$ cat src/rtl/imm_pkg.sv
// rtl/imm_pkg.sv - shared types and RISC-V opcode constants for the immediate generator
package imm_pkg;

    typedef enum logic [2:0] {
        FMT_R    = 3'd0,
        FMT_I    = 3'd1,
        FMT_S    = 3'd2,
        FMT_B    = 3'd3,
        FMT_U    = 3'd4,
        FMT_J    = 3'd5,
        FMT_NONE = 3'd6
    } fmt_e;

    typedef enum logic [1:0] {
        ST_EMPTY = 2'd0,
        ST_ONE   = 2'd1,
        ST_TWO   = 2'd2
    } skid_state_e;

    localparam logic [6:0] OP_IMM   = 7'b0010011;
    localparam logic [6:0] OP_IMM32 = 7'b0011011;
    localparam logic [6:0] LOAD     = 7'b0000011;
    localparam logic [6:0] STORE    = 7'b0100011;
    localparam logic [6:0] BRANCH   = 7'b1100011;
    localparam logic [6:0] JAL      = 7'b1101111;
    localparam logic [6:0] JALR     = 7'b1100111;
    localparam logic [6:0] LUI      = 7'b0110111;
    localparam logic [6:0] AUIPC    = 7'b0010111;
    localparam logic [6:0] SYSTEM   = 7'b1110011;
    localparam logic [6:0] OP       = 7'b0110011;
    localparam logic [6:0] OP32     = 7'b0111011;

endpackage

$ cat src/rtl/imm_gen_pipe_if.sv
// rtl/imm_gen_pipe_if.sv - instruction-in / decoded-immediate-out handshake bundle
interface imm_gen_pipe_if
    import imm_pkg::*;
#(
    parameter int XLEN = 32
);
    logic            in_valid;
    logic            in_ready;
    logic [31:0]     inst;
    logic [XLEN-1:0] PC;
    logic            out_valid;
    logic            out_ready;
    logic [31:0]     out_inst;
    logic [XLEN-1:0] out_pc;
    fmt_e            fmt;
    logic [XLEN-1:0] imm;
    logic [XLEN-1:0] target;
    logic            illegal;

    modport master (
        output in_valid, inst, PC, out_ready,
        input  in_ready, out_valid, out_inst, out_pc, fmt, imm, target, illegal
    );

    modport slave (
        input  in_valid, inst, PC, out_ready,
        output in_ready, out_valid, out_inst, out_pc, fmt, imm, target, illegal
    );
endinterface

$ cat src/rtl/imm_decode.sv
// rtl/imm_decode.sv - combinational format classify, immediate extract and PC-relative target
module imm_decode
    import imm_pkg::*;
#(
    parameter int XLEN = 32
) (
    input  logic [31:0]     inst,
    input  logic [XLEN-1:0] pc,
    output fmt_e            fmt,
    output logic [XLEN-1:0] imm,
    output logic [XLEN-1:0] target,
    output logic            illegal
);
    generate
        if (XLEN != 32 && XLEN != 64) begin : g_bad_xlen
            $error("imm_decode: XLEN must be 32 or 64");
        end
    endgenerate

    logic [XLEN-1:0] imm_i;
    logic            is_shift;
    logic            pc_rel;

    assign imm_i    = XLEN'($signed(inst[31:20]));
    // funct3 001 (sll) and 101 (srl/sra) share the low two bits
    assign is_shift = (inst[13:12] == 2'b01);

    always_comb begin
        fmt     = FMT_NONE;
        imm     = '0;
        illegal = 1'b1;
        pc_rel  = 1'b0;
        case (inst[6:0])
            OP_IMM: begin
                fmt     = FMT_I;
                illegal = 1'b0;
                if (is_shift)
                    imm = (XLEN == 64) ? XLEN'(inst[25:20]) : XLEN'(inst[24:20]);
                else
                    imm = imm_i;
            end
            OP_IMM32: begin
                if (XLEN == 64) begin
                    fmt     = FMT_I;
                    illegal = 1'b0;
                    imm     = is_shift ? XLEN'(inst[24:20]) : imm_i;
                end
            end
            LOAD, JALR, SYSTEM: begin
                fmt     = FMT_I;
                illegal = 1'b0;
                imm     = imm_i;
            end
            STORE: begin
                fmt     = FMT_S;
                illegal = 1'b0;
                imm     = XLEN'($signed({inst[31:25], inst[11:7]}));
            end
            BRANCH: begin
                fmt     = FMT_B;
                illegal = 1'b0;
                pc_rel  = 1'b1;
                imm     = XLEN'($signed({inst[31], inst[7], inst[30:25], inst[11:8], 1'b0}));
            end
            LUI, AUIPC: begin
                fmt     = FMT_U;
                illegal = 1'b0;
                pc_rel  = (inst[6:0] == AUIPC);
                imm     = XLEN'($signed({inst[31:12], 12'h000}));
            end
            JAL: begin
                fmt     = FMT_J;
                illegal = 1'b0;
                pc_rel  = 1'b1;
                imm     = XLEN'($signed({inst[31], inst[19:12], inst[20], inst[30:21], 1'b0}));
            end
            OP: begin
                fmt     = FMT_R;
                illegal = 1'b0;
            end
            OP32: begin
                if (XLEN == 64) begin
                    fmt     = FMT_R;
                    illegal = 1'b0;
                end
            end
            default: begin
                fmt     = FMT_NONE;
                illegal = 1'b1;
            end
        endcase
    end

    assign target = pc_rel ? (pc + imm) : '0;

endmodule

$ cat src/rtl/imm_gen_pipe.sv
// rtl/imm_gen_pipe.sv - registered immediate generator with 2-entry skid buffer
module imm_gen_pipe
    import imm_pkg::*;
#(
    parameter int XLEN = 32,
    parameter bit SKID = 1'b1
) (
    input  logic         clk,
    input  logic         rst,
    imm_gen_pipe_if.slave bus
);
    typedef struct packed {
        logic [31:0]     inst;
        logic [XLEN-1:0] pc;
        fmt_e            fmt;
        logic [XLEN-1:0] imm;
        logic [XLEN-1:0] target;
        logic            illegal;
    } entry_t;

    fmt_e            dec_fmt;
    logic [XLEN-1:0] dec_imm;
    logic [XLEN-1:0] dec_target;
    logic            dec_illegal;
    entry_t          dec;
    entry_t          out_q;
    entry_t          skid_q;
    skid_state_e     state;
    logic            out_valid_q;
    logic            in_ready_q;
    logic            xfer_in;
    logic            xfer_out;

    imm_decode #(.XLEN(XLEN)) u_decode (
        .inst    (bus.inst),
        .pc      (bus.PC),
        .fmt     (dec_fmt),
        .imm     (dec_imm),
        .target  (dec_target),
        .illegal (dec_illegal)
    );

    assign dec = {bus.inst, bus.PC, dec_fmt, dec_imm, dec_target, dec_illegal};

    // Without the skid entry the FSM never reaches TWO: in ONE, in_ready equals out_ready
    assign bus.in_ready = SKID ? in_ready_q : (!out_valid_q || bus.out_ready);
    assign xfer_in      = bus.in_valid && bus.in_ready;
    assign xfer_out     = out_valid_q && bus.out_ready;

    always_ff @(posedge clk) begin
        if (rst) begin
            state       <= ST_EMPTY;
            out_q       <= '0;
            skid_q      <= '0;
            out_valid_q <= 1'b0;
            in_ready_q  <= 1'b1;
        end else begin
            case (state)
                ST_EMPTY: begin
                    if (xfer_in) begin
                        out_q       <= dec;
                        out_valid_q <= 1'b1;
                        state       <= ST_ONE;
                    end
                end
                ST_ONE: begin
                    if (xfer_in && !xfer_out) begin
                        skid_q     <= dec;
                        in_ready_q <= 1'b0;
                        state      <= ST_TWO;
                    end else if (xfer_in) begin
                        out_q <= dec;
                    end else if (xfer_out) begin
                        out_valid_q <= 1'b0;
                        state       <= ST_EMPTY;
                    end
                end
                ST_TWO: begin
                    if (xfer_out) begin
                        out_q      <= skid_q;
                        in_ready_q <= 1'b1;
                        state      <= ST_ONE;
                    end
                end
                default: begin
                    out_valid_q <= 1'b0;
                    in_ready_q  <= 1'b1;
                    state       <= ST_EMPTY;
                end
            endcase
        end
    end

    assign bus.out_valid = out_valid_q;
    assign bus.out_inst  = out_q.inst;
    assign bus.out_pc    = out_q.pc;
    assign bus.fmt       = out_q.fmt;
    assign bus.imm       = out_q.imm;
    assign bus.target    = out_q.target;
    assign bus.illegal   = out_q.illegal;

endmodule

$ cat src/flat_wrapper.sv
// flat-port wrapper written by rule: the top's interface ports become plain ports
module imm_gen_pipe_flat import imm_pkg::*;
#(
    parameter int XLEN = 32,
    parameter bit SKID = 1'b1
)
  (clk, rst, bus_in_valid, bus_inst, bus_PC, bus_out_ready, bus_in_ready, bus_out_valid, bus_out_inst, bus_out_pc, bus_fmt, bus_imm, bus_target, bus_illegal);
  imm_gen_pipe_if #(.XLEN(XLEN)) bus_i ();
  input  logic clk;
  input  logic rst;
  input wire logic [$bits(bus_i.in_valid)-1:0] bus_in_valid;
  input wire logic [$bits(bus_i.inst)-1:0] bus_inst;
  input wire logic [$bits(bus_i.PC)-1:0] bus_PC;
  input wire logic [$bits(bus_i.out_ready)-1:0] bus_out_ready;
  output wire logic [$bits(bus_i.in_ready)-1:0] bus_in_ready;
  output wire logic [$bits(bus_i.out_valid)-1:0] bus_out_valid;
  output wire logic [$bits(bus_i.out_inst)-1:0] bus_out_inst;
  output wire logic [$bits(bus_i.out_pc)-1:0] bus_out_pc;
  output wire logic [$bits(bus_i.fmt)-1:0] bus_fmt;
  output wire logic [$bits(bus_i.imm)-1:0] bus_imm;
  output wire logic [$bits(bus_i.target)-1:0] bus_target;
  output wire logic [$bits(bus_i.illegal)-1:0] bus_illegal;
  assign bus_i.in_valid = bus_in_valid;
  assign bus_i.inst = bus_inst;
  assign bus_i.PC = bus_PC;
  assign bus_i.out_ready = bus_out_ready;
  assign bus_in_ready = bus_i.in_ready;
  assign bus_out_valid = bus_i.out_valid;
  assign bus_out_inst = bus_i.out_inst;
  assign bus_out_pc = bus_i.out_pc;
  assign bus_fmt = bus_i.fmt;
  assign bus_imm = bus_i.imm;
  assign bus_target = bus_i.target;
  assign bus_illegal = bus_i.illegal;
  imm_gen_pipe #(.XLEN(XLEN), .SKID(SKID)) u_core (.clk(clk), .rst(rst), .bus(bus_i));
endmodule
$ cat config.mk
export PLATFORM = sky130hd
export DESIGN_NAME = imm_gen_pipe_flat
export DESIGN_NICKNAME = d
export VERILOG_FILES = /design/src/rtl/imm_pkg.sv /design/src/rtl/imm_gen_pipe_if.sv /design/src/rtl/imm_decode.sv /design/src/rtl/imm_gen_pipe.sv /design/src/flat_wrapper.sv
export SDC_FILE = /design/constraint.sdc
export NUM_CORES = 1
export LEC_CHECK = 0
export CORE_UTILIZATION = 60
export CTS_CLUSTER_DIAMETER = 120
export CTS_CLUSTER_SIZE = 28
export DETAILED_ROUTE_END_ITERATION = 16
export GPL_TIMING_DRIVEN = 1
export PLACE_DENSITY_LB_ADDON = 0.05
export REMOVE_ABC_BUFFERS = 1
export SYNTH_ARGS = -nofsm -noshare
export SYNTH_HDL_FRONTEND = slang
export SYNTH_HIERARCHICAL = 1
export SYNTH_SLANG_ARGS = --single-unit
$ cat constraint.sdc
create_clock -name clk -period 9.34 [get_ports clk]
set_input_delay 1.868 -clock clk [delete_from_list [all_inputs] [get_ports clk]]
set_output_delay 1.868 -clock clk [all_outputs]
set_load 0.01 [all_outputs]
==> results of run 1 <==
-- layout make-up --
class                      count  area (µm²)  share of cell area
timing repair buffer         212        2120               0.121
clock buffer                  13         325              0.0185
tap                          330         413              0.0234
multi-input combinational   1175        9310               0.528
inverter                      20        75.1             0.00426
sequential                   268        5370               0.304
clock inverter                 1        16.3            0.000923
-- state kept, by name (all words and copies together) (netlist names) --
| signal | count |
|---|---|
| u_core/bus.fmt | 3 |
| u_core/bus.illegal | 1 |
| u_core/bus.imm | 32 |
| u_core/bus.in_ready | 1 |
| u_core/bus.out_inst | 32 |
| u_core/bus.out_pc | 32 |
| u_core/bus.out_valid | 1 |
| u_core/bus.target | 32 |
| u_core/skid_q | 132 |
| u_core/state | 2 |
-- Yosys cell counts, types with 7 or more instances --
library cell    n
a211oi_1      191
a211oi_2       80
a21o_1         34
a21oi_1        47
and2_1          9
buf_2          51
buf_4          10
buf_6          14
buf_8           7
clkbuf_1       70
dfxtp_1       268
ha_1           31
inv_1          20
mux2i_1       267
nand2_1        43
nand2b_1      267
nand3_1        14
nor2_1         29
nor3_1         24
nor3b_1         7
o21a_1         10
o21ai_0        21
o21bai_1        8
xor2_1          8
-- tightest hold or removal path, delay by kind of cell, from the launching register on --
family,cells,cell delay (ns)
DFF,1,0.32
muxes,1,0.06
and+or+nand+nor,1,0.06
-- where the power goes --
| group | internal, mW | total (mW) | leakage [nW] | switching (mW) |
|---|---|---|---|---|
| logic | 0.437 | 0.921 | 4.55 | 0.484 |
| registers | 1.26 | 1.33 | 2.19 | 0.0714 |
| clock network | 0.257 | 0.632 | 0.167 | 0.375 |
| total | 1.96 | 2.89 | 6.91 | 0.931 |
-- cells by family (layout without fill, tap and decap cells) --
| kind of cell | after synthesis | after routing | share of synthesized area |
|---|---|---|---|
| compound gates | 436 | 436 | 0.228 |
| xor+xnor | 13 | 13 | 0.00727 |
| flops | 268 | 268 | 0.343 |
| buf+inv | 178 | 246 | 0.0650 |
| simple gates | 426 | 426 | 0.159 |
| fa+ha+maj | 32 | 32 | 0.0261 |
| mux | 268 | 268 | 0.171 |
-- worst min-delay path by stage --
| stage | start | end | slack, ns | cells after the start |
|---|---|---|---|---|
| floorplan | u_core/skid_q[0] | u_core/skid_q[0] | 0.45 | 2 |
| global placement | u_core/skid_q[25] | u_core/skid_q[25] | 0.46 | 2 |
| detailed placement | u_core/skid_q[63] | u_core/skid_q[63] | 0.46 | 2 |
| CTS | u_core/skid_q[2] | u_core/skid_q[2] | 0.48 | 2 |
| global route | u_core/skid_q[2] | u_core/skid_q[2] | 0.49 | 2 |
| finish | u_core/skid_q[51] | u_core/skid_q[51] | 0.48 | 2 |
-- metrics by stage --
stage,power [mW],cells
4_1_cts,2.90,2019
3_3_place_gp,2.25,2005
5_1_grt,3.01,2019
3_5_place_dp,2.27,2005
6_report,2.89,2019
2_1_floorplan,1.98,1463
-- per-layer routing --
| layer | share of wire | vias up | routed length, µm | GRT usage |
|---|---|---|---|---|
| met2 | 0.48 | 308 | 19600 | 0.515 |
| met5 | 0 | - | 0 | 0 |
| met1 | 0.45 | 6088 | 18300 | 0.393 |
| li1 | - | 6052 | - | - |
| met3 | 0.042 | 53 | 1730 | 0.0277 |
| met4 | 0.024 | 0 | 986 | 0.0825 |
==> impl_metrics.tcl, run 1 <==
set metrics [dict create \
    cp.arrival_ns 6.66 \
    drt-total-wl_mm 40.6 \
    fin_skew_ns 0.0160 \
    n_fill_cell 2086 \
    post_dp_cell_area_um2 17300 \
    drt_iter0_drc 872 \
    worst_pin_slew_ns 1.32 \
    netlist_instances 1621 \
    slew_violations 0 \
    grt_pass1_vias 12200 \
    fp.dieH_um 164 \
    drv_cap 0 \
    avgSynthCellArea_um2 9.66 \
    cts.sinks 268 \
    synthArstFlopShare 0 \
    holdBufCountCts 0 \
    row_count 58 \
    rsz0062_at_grt "no" \
    via_per_inst 6.19 \
    fin_area_um2 17600 \
    startpoint "bus_inst[2]" \
    ys_warn_count 6 \
    min_period_ns 6.25 \
    endpoint "u_core/bus.target[31]" \
    cts_buffers 13 \
    io-pin-count 202 \
    cts_setup_buffers 0 \
    path_buf_inv 1 \
    synth_edf_count 0 \
    area_growth_pct 12.6 \
    ys_seq_area_frac 0.343 \
    grt.overflow.total 0 \
    path_cells "clkdlybuf4s50_1 -> nand4b_1 -> mux2_2 -> nor2_1 -> and2_1 -> a21o_1 -> ha_1 -> a21oi_1 -> o21ai_0 -> a21o_1 -> a211oi_1 -> o221ai_1 -> o21ai_0 -> nor3b_1 -> mux2i_1 -> a211oi_1" \
    fin_nets 1790 \
    cts_tree "yes" \
    outcome "completed" \
    grt_pass1_wl_mm 64.3 \
    dr.pass1.iters 5 \
    setup_viol_count_final 0 \
    io_buffers 201 \
    netlist_area_um2 15700 \
    clk_pin_slew_ns 0.10 \
    drc_errors 0 \
    power_density_nw_per_um2 164 \
    postLayoutCoreUtil 0.694 \
    r2r_end "u_core/bus.out_pc[4]" \
    synth_cell_type_count 82 \
    fmax_ghz 0.160 \
    yosysTopAreaCell "dfxtp_1" \
    vias 12500 \
    cp.required_ns 9.75 \
    grt_use_total 0.298 \
    post-place-ws_ns 2.64 \
    cp.depth 16 \
    p_leak_nw 6.91 \
    peakVddDrop_mv 0.232 \
    worstSetupPathType "primary input to register" \
    final_cell_mix "dfxtp_1 (268), mux2i_1 (267), nand2b_1 (266), clkdlybuf4s50_1 (200), a211oi_1 (191)" \
    whs_ns 0.479 \
    post_drt_wl_per_cell_um 20.1 \
    crit_slowest_cell "clkdlybuf4s50_1" \
    worst_slack_ns 3.09 \
    antenna_found_initial 0 \
    die_area_um2 26700 \
    grt_max_degree 241 \
    clk_latency_ns 0.51 \
    critPathTopFamily "compound AO/OA/AOI/OAI gates" \
    synthFlopType "dfxtp_1" \
    crit_path_max_incr_delay_ns 0.76 \
    worstReg2RegStart "u_core/state[1]" \
    synthTopCellsByArea "dfxtp_1 (34%), mux2i_1 (17%), nand2b_1 (11%), a211oi_1 (9.2%), a211oi_2 (6.4%)" \
    num_antenna_cells 0 \
    htree_levels 1 \
    startpoint_type "primary input" \
    final_common_cell "dfxtp_1" \
    hold_violations 0 \
    cts_root_buf "clkbuf_16" \
    r2r_slack_ns 5.75 \
    hpwl_mm 26.0 \
    reg2regPathDepth 4 \
    slew_headroom 0.123 \
    netlist.area_leader.share 0.343 \
    path_max_fanout 14 \
    ant_nets 0 \
    clk_path_buf_depth 3 \
    start_util 0.616 \
    cts.repair.resized 0 \
    tns_ns 0 \
    drive_above_1_share 0.0764 \
    core_area_um2 25400 \
    min_path_type "register to register" \
    post-route-period-util 0.669 \
    crit_path_end_kind "register" \
    die_w_um 164 \
    synth_seq_cells 268 \
    place.gp.congestion 0.860 \
]
(Power assumes the default switching activity.)
==> inputs of run 2 (changes only) <==
Settings changed: CORE_UTILIZATION 60 to 56.
Clock period 9.34 ns to 6.1 ns, I/O delays scaled along.
==> impl_metrics.tcl, run 2 (synthesis results as in run 1) <==
set metrics [dict create \
    final_cell_mix "dfxtp_1 (268), mux2i_1 (267), nand2b_1 (266), clkdlybuf4s50_1 (200), a211oi_1 (191)" \
    crit_path_max_incr_delay_ns 0.70 \
    setup_viol_count_final 0 \
    cts_buffers 13 \
    clk_path_buf_depth 3 \
    io_buffers 201 \
    crit_slowest_cell "clkdlybuf4s50_1" \
    grt_pass1_wl_mm 64.5 \
    area_growth_pct 13.8 \
    path_max_fanout 12 \
    drt_iter0_drc 852 \
    path_common_cell "buf_4" \
    fin_skew_ns 0.0161 \
    instances_no_fill 2077 \
    hold_violations 0 \
    clk_latency_ns 0.49 \
    final_common_cell "dfxtp_1" \
    path_cells "clkdlybuf4s50_1 -> o21ai_0 -> a32oi_1 -> mux2_2 -> nor2_1 -> buf_4 -> and2_1 -> buf_4 -> a21o_1 -> ha_1 -> nand2_1 -> or3_1 -> a2111oi_0 -> nor3_1 -> nor3b_1 -> mux2i_1 -> a211oi_1" \
    vias 12500 \
    cts_root_buf "clkbuf_16" \
    fp.dieH_um 169 \
    post_dp_cell_area_um2 17500 \
    grt.overflow.total 0 \
    drv_cap 0 \
    post-route-period-util 0.863 \
    row_count 60 \
    worst_pin_slew_ns 1.07 \
    grt_pass1_vias 11900 \
    fmax_ghz 0.190 \
    p_total_mw 4.42 \
    drc_errors 0 \
    fin_area_um2 17800 \
    largest_register_ff_count 132 \
    cp.arrival_ns 5.67 \
    min_period_ns 5.26 \
    ant_nets 0 \
    post_drt_wl_per_cell_um 19.4 \
    drt-total-wl_mm 40.3 \
    n_fill_cell 2280 \
    cts_setup_buffers 0 \
    place.gp.congestion 0.876 \
    rsz0062_at_grt "no" \
    htree_levels 1 \
    fin_nets 1806 \
    p_leak_nw 7.00 \
    via_per_inst 6.01 \
    largest_register "u_core/skid_q" \
    grt_use_total 0.275 \
    drive_above_1_share 0.0850 \
    hpwl_mm 26.1 \
    startpoint_type "primary input" \
    num_antenna_cells 0 \
    peakVddDrop_mv 0.246 \
    slew_headroom 0.288 \
    holdBufCountCts 0 \
    cts_tree "yes" \
    slew_violations 0 \
    power_density_nw_per_um2 248 \
    die_area_um2 28600 \
    cts.sinks 268 \
    outcome "completed" \
    core_area_um2 27200 \
    clk_pin_slew_ns 0.11 \
    io-pin-count 202 \
    crit_path_end_kind "register" \
    post-place-cells 2063 \
    worstSetupPathType "primary input to register" \
    start_util 0.576 \
    antenna_found_initial 0 \
    cp.required_ns 6.51 \
    dr.pass1.iters 6 \
    min_path_type "register to register" \
    grt_max_degree 203 \
    cts.repair.resized 0 \
    die_w_um 169 \
]
[run 2: metrics by stage]
| step | utilization | hold WS [ns] | setup TNS [ns] | setup WS (ns) |
|---|---|---|---|---|
| after global placement | 0.643 | 0.457 | 0 | 0.470 |
| after detailed placement | 0.643 | 0.460 | 0 | 0.362 |
| after floorplan | - | 0.447 | -1581.15 | -11.11 |
| after global routing | 0.656 | 0.488 | 0 | 0.514 |
| final | 0.656 | 0.477 | 0 | 0.839 |
| after CTS | 0.656 | 0.479 | 0 | 0.911 |
[run 2: per-layer routing]
metal,global-route usage,up-vias,part of all wire
met5,0,-,0
met4,0.0662,0,0.020
met3,0.0261,42,0.041
met2,0.458,284,0.47
met1,0.382,6093,0.47
li1,-,6056,-
[run 2: cell type report]
type,instances,area (µm²),area share
clock buffer,13,325,0.0183
tap,372,465,0.0261
multi-input combinational,1175,9310,0.523
sequential,268,5370,0.301
inverter,20,75.1,0.00421
clock inverter,1,16.3,0.000913
timing repair buffer,228,2260,0.127
[run 2: worst max-delay path, delay by kind of cell]
kind                     cells  cell delay (ns)
adder cells (fa/ha/maj)      1             0.46
AO/OA/AOI/OAI                5             1.37
buffers and inverters        3             1.05
multiplexers                 2             0.33
AND/OR/NAND/NOR              6             1.22
[run 2: worst paths after layout]
path,startpoint,endpoint,slack (ns),cells after the start
worst max register to register,u_core/bus.out_valid,u_core/bus.out_inst[23],3.27,4
worst min-delay path,u_core/skid_q[47],u_core/skid_q[47],0.48,2
worst max-delay path,bus_inst[4],u_core/bus.target[31],0.84,17
worst min register to register,u_core/skid_q[47],u_core/skid_q[47],0.48,2
[run 2: report_power, final]
group | internal, mW | switching, mW
clock | 0.393 | 0.581
combinational | 0.676 | 0.734
sequential | 1.93 | 0.106
